$ cat src/rtl/mv_bit_window_if.sv
// Bitstream window bus: producer word stream in, 32-bit peek and flush/align control out.
// in_valid/in_ready: a word transfers on any edge where both are high; flush_req/align_req are held until flush_ack.
interface mv_bit_window_if #(
    parameter int WORD_W = 32
);
    logic              in_valid;
    logic [WORD_W-1:0] in_data;
    logic              in_ready;
    logic [31:0]       show_bits;
    logic              show_valid;
    logic              flush_req;
    logic [5:0]        flush_len;
    logic              flush_ack;
    logic              align_req;

    modport master (
        output in_valid, in_data, flush_req, flush_len, align_req,
        input  in_ready, show_bits, show_valid, flush_ack
    );

    modport slave (
        input  in_valid, in_data, flush_req, flush_len, align_req,
        output in_ready, show_bits, show_valid, flush_ack
    );
endinterface

$ cat src/rtl/mv_bit_window.sv
// 64-bit MSB-aligned bit window: loads 32-bit words, exposes the next 32 bits,
// and discards bits on flush or byte alignment of the consumed-bit counter.
module mv_bit_window #(
    parameter int WORD_W = 32
) (
    input  logic         clk,
    input  logic         rst,
    mv_bit_window_if.slave bus,
    output logic [6:0]   bit_count,
    output logic [31:0]  total_bits,
    output logic         err
);
    localparam int WIN_W = 2 * WORD_W;

    logic [WIN_W-1:0] window;
    logic             flush_illegal;
    logic             flush_ok;
    logic [2:0]       align_amt;
    logic             align_ok;
    logic [5:0]       shift_amt;
    logic [6:0]       cnt_after;
    logic [WIN_W-1:0] win_shifted;
    logic             load;

    always_comb begin
        flush_illegal = bus.flush_req && (bus.flush_len > 6'd32);
        flush_ok      = bus.flush_req && !flush_illegal &&
                        ({1'b0, bus.flush_len} <= bit_count);
        // Bits still needed to reach the next byte boundary of the consumed stream.
        align_amt     = 3'd0 - total_bits[2:0];
        align_ok      = !bus.flush_req && bus.align_req &&
                        ({4'b0, align_amt} <= bit_count);
        shift_amt     = 6'd0;
        if (flush_ok)
            shift_amt = bus.flush_len;
        else if (align_ok)
            shift_amt = {3'b0, align_amt};
        cnt_after     = bit_count - {1'b0, shift_amt};
        win_shifted   = window << shift_amt;
        load          = bus.in_valid && bus.in_ready;
    end

    assign bus.in_ready   = (bit_count <= 7'd32);
    assign bus.show_bits  = window[WIN_W-1 -: 32];
    assign bus.show_valid = (bit_count >= 7'd32);
    // Gated by reset so a zero-length request is not acked while held in reset.
    assign bus.flush_ack  = rst && (flush_illegal || flush_ok || align_ok);

    always_ff @(posedge clk or negedge rst) begin
        if (!rst) begin
            window     <= '0;
            bit_count  <= 7'd0;
            total_bits <= 32'd0;
            err        <= 1'b0;
        end else begin
            if (load) begin
                window    <= win_shifted | ({bus.in_data, {WORD_W{1'b0}}} >> cnt_after);
                bit_count <= cnt_after + 7'd32;
            end else begin
                window    <= win_shifted;
                bit_count <= cnt_after;
            end
            total_bits <= total_bits + {26'b0, shift_amt};
            if (flush_illegal)
                err <= 1'b1;
        end
    end
endmodule

$ cat src/flat_wrapper.sv
// flat-port wrapper written by rule: the top's interface ports become plain ports
module mv_bit_window_flat 
#(
    parameter int WORD_W = 32
)
  (clk, rst, bit_count, total_bits, err, bus_in_valid, bus_in_data, bus_flush_req, bus_flush_len, bus_align_req, bus_in_ready, bus_show_bits, bus_show_valid, bus_flush_ack);
  mv_bit_window_if #(.WORD_W(WORD_W)) bus_i ();
  input  logic clk;
  input  logic rst;
  output logic [6:0] bit_count;
  output logic [31:0] total_bits;
  output logic err;
  input wire logic [$bits(bus_i.in_valid)-1:0] bus_in_valid;
  input wire logic [$bits(bus_i.in_data)-1:0] bus_in_data;
  input wire logic [$bits(bus_i.flush_req)-1:0] bus_flush_req;
  input wire logic [$bits(bus_i.flush_len)-1:0] bus_flush_len;
  input wire logic [$bits(bus_i.align_req)-1:0] bus_align_req;
  output wire logic [$bits(bus_i.in_ready)-1:0] bus_in_ready;
  output wire logic [$bits(bus_i.show_bits)-1:0] bus_show_bits;
  output wire logic [$bits(bus_i.show_valid)-1:0] bus_show_valid;
  output wire logic [$bits(bus_i.flush_ack)-1:0] bus_flush_ack;
  assign bus_i.in_valid = bus_in_valid;
  assign bus_i.in_data = bus_in_data;
  assign bus_i.flush_req = bus_flush_req;
  assign bus_i.flush_len = bus_flush_len;
  assign bus_i.align_req = bus_align_req;
  assign bus_in_ready = bus_i.in_ready;
  assign bus_show_bits = bus_i.show_bits;
  assign bus_show_valid = bus_i.show_valid;
  assign bus_flush_ack = bus_i.flush_ack;
  mv_bit_window #(.WORD_W(WORD_W)) u_core (.clk(clk), .rst(rst), .bus(bus_i), .bit_count(bit_count), .total_bits(total_bits), .err(err));
endmodule
$ cat config.mk
export PLATFORM = sky130hd
export DESIGN_NAME = mv_bit_window_flat
export DESIGN_NICKNAME = d
export VERILOG_FILES = /design/src/rtl/mv_bit_window_if.sv /design/src/rtl/mv_bit_window.sv /design/src/flat_wrapper.sv
export SDC_FILE = /design/constraint.sdc
export NUM_CORES = 1
export LEC_CHECK = 0
export CAP_MARGIN = 20
export CORE_MARGIN = 4
export CORE_UTILIZATION = 53
export DETAILED_ROUTE_END_ITERATION = 7
export PLACE_DENSITY = 0.79
export SKIP_CTS_REPAIR_TIMING = 1
export SLEW_MARGIN = 20
export SYNTH_ARGS = -nofsm -noshare
export SYNTH_HDL_FRONTEND = slang
export SYNTH_SLANG_ARGS = --single-unit
$ cat constraint.sdc
create_clock -name clk -period 5 [get_ports clk]
set_clock_uncertainty 0.05 [all_clocks]
set_input_delay 1 -clock clk [delete_from_list [all_inputs] [get_ports clk]]
set_output_delay 1 -clock clk [all_outputs]
set_load 0.01 [all_outputs]
## Word-level counts from Yosys, hierarchy flattened

Index checks and enable logic that the tools add are counted.

| operators by class | value |
|---|---|
| bitwise logic cells | 1 |
| $add $sub $neg | 4 |
| order comparisons | 5 |
| shifts and indexed selects | 2 |
| reductions and logical operators | 11 |
| mux-type cells | 4 |

Operators by type and width:

| kind | number |
|---|---|
| $mux 64 | 1 |
| $or 64x64->64 | 1 |
| $shl 64x6->64 | 1 |
| $shr 64x7->64 | 1 |
| $add 32x6->32 | 1 |
| $add 7x6->7 const B | 1 |
| $ge 7x6->1 const B | 1 |
| $le 3x7->1 | 1 |
| $le 6x7->1 | 1 |
| $le 7x6->1 const B | 1 |
| $logic_and 1x1->1 | 7 |
| $mux 7 | 1 |
| $sub 7x6->7 | 1 |
| $gt 6x6->1 const B | 1 |
| $mux 6 | 1 |
| $mux 3 | 1 |
| $sub 1x3->3 const A | 1 |
| $logic_not 1->1 | 2 |
| $logic_or 1x1->1 | 2 |

| word-level totals | value |
|---|---|
| input bits | 43 |
| output and inout port bits | 75 |
| flip-flop bits (word level) | 104 |
| word-level logic and storage cells | 31 |

## Depth between registers and ports, before layout

| depth | value |
|---|---|
| word-level depth | 10 |
| mapped depth | 25 |
| gate-level depth less buffers | 21 |

## Least setup slack after synthesis

No wires, ideal clock.

| timing | value |
|---|---|
| kind | input to register |
| start point | input port bus_flush_len[4] |
| end point | register u_core.window[41] |
| stages on the path | 18 |
| data required time | 4.809 ns |
| setup time | 0.141 ns |
| arrival | 5.096 ns |
| setup slack | -0.287 ns |
| path buffers | 5 |
| path through | ha_1 nand4b_4 a21o_4 a32o_1 or2_1 buf_4 buf_2 buf_2 fa_1 buf_1 buf_1 mux4_2 mux2i_1 mux2i_1 a21oi_1 nor2_1 a221oi_1 o211ai_1 |

| on the way | value |
|---|---|
| cells in the longest elaborated chain, start to end | 10 |
| elaborated cells on any way between the ends | 12 |
| those cells by class | 1 x add/sub; 2 x order compare; 2 x shift; 2 x mux; 1 x bitwise; 4 x reduce/logical |

Ends and longest elaborated chain:

| what | RTL line | RTL |
|---|---|---|
| from (decl) | flat_wrapper.sv:16 | `input wire logic [$bits(bus_i.flush_len)-1:0] bus_flush_len;` |
| $gt 6x6->1 | mv_bit_window.sv:26 | `flush_illegal = bus.flush_req && (bus.flush_len > 6'd32);` |
| $logic_and 1x1->1 | mv_bit_window.sv:26 |  |
| $logic_not 1->1 | mv_bit_window.sv:27 | `flush_ok = bus.flush_req && !flush_illegal &&` |
| $logic_and 1x1->1 (2 in series) | mv_bit_window.sv:27 |  |
| $mux 6 * | mv_bit_window.sv:34 | `if (flush_ok)` |
| $sub 7x6->7 | mv_bit_window.sv:38 | `cnt_after = bit_count - {1'b0, shift_amt};` |
| $shr 64x7->64 | mv_bit_window.sv:57 | `window <= win_shifted \| ({bus.in_data, {WORD_W{1'b0}}} >> cnt_after);` |
| $or 64x64->64 | mv_bit_window.sv:57 |  |
| $mux 64 * | mv_bit_window.sv:56 | `if (load) begin` |
| to (signal assigned) | mv_bit_window.sv:57 |  |
| to (signal assigned) | mv_bit_window.sv:60 | `window <= win_shifted;` |
| to (decl) | mv_bit_window.sv:15 | `logic [WIN_W-1:0] window;` |

Every way passes the cells marked *; elsewhere a longest branch is shown, timed or not.
A chain may end at the register's enable or synchronous reset.

## Worst setup path after layout

| timing | value |
|---|---|
| start point | register u_core.total_bits[1] |
| end point | register u_core.window[46] |

| on the way | value |
|---|---|
| cells in the longest elaborated chain, start to end | 9 |
| elaborated cells on any way between the ends | 10 |
| those cells by class | 2 x add/sub; 1 x order compare; 2 x shift; 3 x mux; 1 x bitwise; 1 x reduce/logical |

Ends and longest elaborated chain:

| what | RTL line | RTL |
|---|---|---|
| from (decl) | mv_bit_window.sv:10 | `output logic [31:0] total_bits,` |
| from (signal assigned) | mv_bit_window.sv:63 | `total_bits <= total_bits + {26'b0, shift_amt};` |
| $sub 1x3->3 * | mv_bit_window.sv:30 | `align_amt = 3'd0 - total_bits[2:0];` |
| $le 3x7->1 | mv_bit_window.sv:32 | `({4'b0, align_amt} <= bit_count);` |
| $logic_and 1x1->1 | mv_bit_window.sv:31 | `align_ok = !bus.flush_req && bus.align_req &&` |
| $mux 3 * | mv_bit_window.sv:36 | `else if (align_ok)` |
| $mux 6 * | mv_bit_window.sv:34 |  |
| $sub 7x6->7 | mv_bit_window.sv:38 |  |
| $shr 64x7->64 | mv_bit_window.sv:57 |  |
| $or 64x64->64 | mv_bit_window.sv:57 |  |
| $mux 64 * | mv_bit_window.sv:56 |  |

Marks and branches as above.

==> results.toml <==
[yosys]
syn_nets = 1450
synthArstFlopShare = 1.000
synth-seq-area-share = 0.2371
syn_inst = 1382
synth.avg_cell_area_um2 = 7.942
synth.mux.area_fraction = 0.1314
syn-cell-area_um2 = 10980
yosys_warnings = 0
synth_top_family_by_area = "compound AO/OA/AOI/OAI gates"
synth-seq-cells = 104
ys.flop_type = "dfrtp_1"
synthSimpleGateAreaFrac = 0.2222
synth_compound_area_frac = 0.2752
synth-xor-area-share = 0.03010
synth-adder-area-share = 0.02987
synth.distinct_cells = 90
synth_edf_count = 0

[min_path]
hp-class = "reg2reg"
hold_path_end = "u_core.total_bits[31]"
min_path_cells = 1
min_from = "u_core.total_bits[31]"

[setup_path]
ff2ff_setup_slack_ns = 0.03
critPathBufInv = 7
crit_type = "reg2reg"
cp_data_required_time_ns = 5.18
endpoint_kind = "flip-flop"
ff2ff_path_depth = 24
cp_top_family = "adder cells"
crit_cells = 24
cp_slowest_cell = "fa_2"
start_kind = "flip-flop"
cp_common_cell = "buf_4"
worstPathCellList = "inv_1 > ha_1 > xnor2_2 > ha_1 > and3b_1 > a211oi_4 > o211a_4 > nor2_8 > inv_4 > ha_2 > fa_2 > buf_4 > clkbuf_16 > buf_4 > mux4_2 > nand2_1 > nand2_1 > inv_1 > mux2i_1 > mux2i_1 > buf_4 > nor2_1 > a21oi_2 > o211ai_1"
reg2reg_from = "u_core.total_bits[1]"
crit_arrival_ns = 5.15
cpPeakStageDelay_ns = 0.54
r2r_end = "u_core.window[46]"
startpoint = "u_core.total_bits[1]"
worstPathMaxFanout = 13

[cells_and_area]
drive_gt1_frac = 0.2106
seq_area_um2 = 2603
mostFrequentLayoutCells = "205 x buf_4, 194 x nand3_1, 137 x nand2_1, 110 x clkdlybuf4s50_1, 104 x dfrtp_1"
area_growth_pct = 27.52
diodes = 0
final_cells = 1861
nets = 1654
nFillCells = 1709
multi_input_area_um2 = 7785
final_common_cell = "buf_4"

[global_routing]
first_global_vias = 12190
antenna_found_initial = 3
grt_pass1_wl_mm = 73.28
grt_max_degree = 69
grt_use_total = 0.4013
overflow = 0

[floorplanning]
pin_count = 118
fp.dieW_um = 151.9
die_h_um = 151.9
start_util = 0.5407
rows = 52
core_area_um2 = 20300
dieArea_um2 = 23080

[route]
drt_first_iter_violations = 1800
firstDrtPassIters = 8
drc = 2
wl_per_cell_um = 26.37
wirelength_mm = 49.07
drtAntennaViolNets = 0
routed_via_density = 7.002
vias = 13030

[cts]
clockBufferDepth = 2
cts_root_buffer = "clkbuf_16"
cts.clk_slew.worst_paths_ns = 0.08
numCtsBuffers = 9
clock_latency_ns = 0.37
clock_sinks = 104
cts_tree = "done"
h-tree-depth = 3

[timing]
slew_violations = 0
slew_headroom = 0.2982
tightest_slew_ns = 1.052
finalHoldViolCount = 0
post-route-period-util = 0.9939
fmax_mhz = 201.2
fin_crit_ns = 4.970
setup_viol = 0

[place]
place_congestion = 1.069
place_inst = 1836
io_buffer_count = 117
place_hpwl_mm = 37.18

[status]
violations = "design-rule violations"
status = "finished with violations"

[run]
cap_violations = 0
[cell type report]
class / count / area share
multi-input cells: 1114 / 0.5562
repair buffers: 328 / 0.2041
flip-flops and latches: 104 / 0.1859
well taps: 270 / 0.02414
clock buffers: 9 / 0.01609
inverters: 29 / 0.008403
clock inverters: 7 / 0.005096
[layer usage]
metal	part of all wire	global-route usage
met1	0.39	0.5453
met2	0.43	0.6067
met3	0.12	0.1052
met4	0.056	0.1725
met5	0.00098	0
[flip-flops by register name (all words and copies together), names as in the netlist]
signal and flops:
u_core.window 64, u_core.err 1, u_core.bit_count 7, u_core.total_bits 32
[cells by family after synthesis]
group                    after synthesis
AND/OR/NAND/NOR                      504
AO/OA/AOI/OAI                        430
buffers and inverters                164
multiplexers                         119
flip-flops                           104
XOR/XNOR                              36
adder cells (fa/ha/maj)               25
[how the worst max path moves through the flow]
stage,slack (ns),endpoint
3_5_place_dp,-0.56,u_core.window[30]
6_report,0.03,u_core.window[46]
3_3_place_gp,-0.47,u_core.window[33]
5_1_grt,-0.03,u_core.window[13]
4_1_cts,-0.19,u_core.window[30]
2_1_floorplan,-0.05,u_core.window[32]
[cells in the mapped netlist (all sizes together), types with 9 or more instances]
| library cell | count | area share |
|---|---|---|
| nor2 | 71 | 0.026 |
| o21ai | 118 | 0.054 |
| a31oi | 13 | 0.0074 |
| and2 | 9 | 0.0051 |
| dfrtp | 104 | 0.24 |
| o22ai | 27 | 0.015 |
| a21o | 11 | 0.0089 |
| buf | 81 | 0.045 |
| a211oi | 16 | 0.013 |
| a32oi | 29 | 0.023 |
| ha | 23 | 0.026 |
| o211ai | 30 | 0.022 |
| nand3 | 197 | 0.090 |
| clkbuf | 54 | 0.018 |
| a221o | 10 | 0.0091 |
| xor2 | 13 | 0.011 |
| a21oi | 58 | 0.027 |
| mux2 | 19 | 0.021 |
| inv | 27 | 0.0097 |
| mux2i | 83 | 0.076 |
| xnor2 | 23 | 0.019 |
| nand4 | 10 | 0.0057 |
| nand2 | 141 | 0.049 |
| and3 | 23 | 0.013 |
| o2111ai | 14 | 0.012 |
| a22oi | 22 | 0.015 |
| nor3 | 21 | 0.0096 |
| mux4 | 17 | 0.035 |
[through the flow]
step,util,instance area (um^2),TNS [ns],hold slack (ns),setup slack [ns]
2_1_floorplan,-,11000,-0.04730,0.4541,-0.04610
3_3_place_gp,0.6603,13400,-8.350,0.3991,-0.4688
3_5_place_dp,0.6603,13400,-13.42,0.4116,-0.5649
4_1_cts,0.6749,13700,-0.7590,0.4261,-0.1867
5_1_grt,0.6895,14000,-0.07692,0.4620,-0.03001
6_report,0.6895,14000,0,0.4212,0.03025
Power is not shown: default switching activity piles up to over one toggle a cycle in this logic, so the estimate is an artifact.
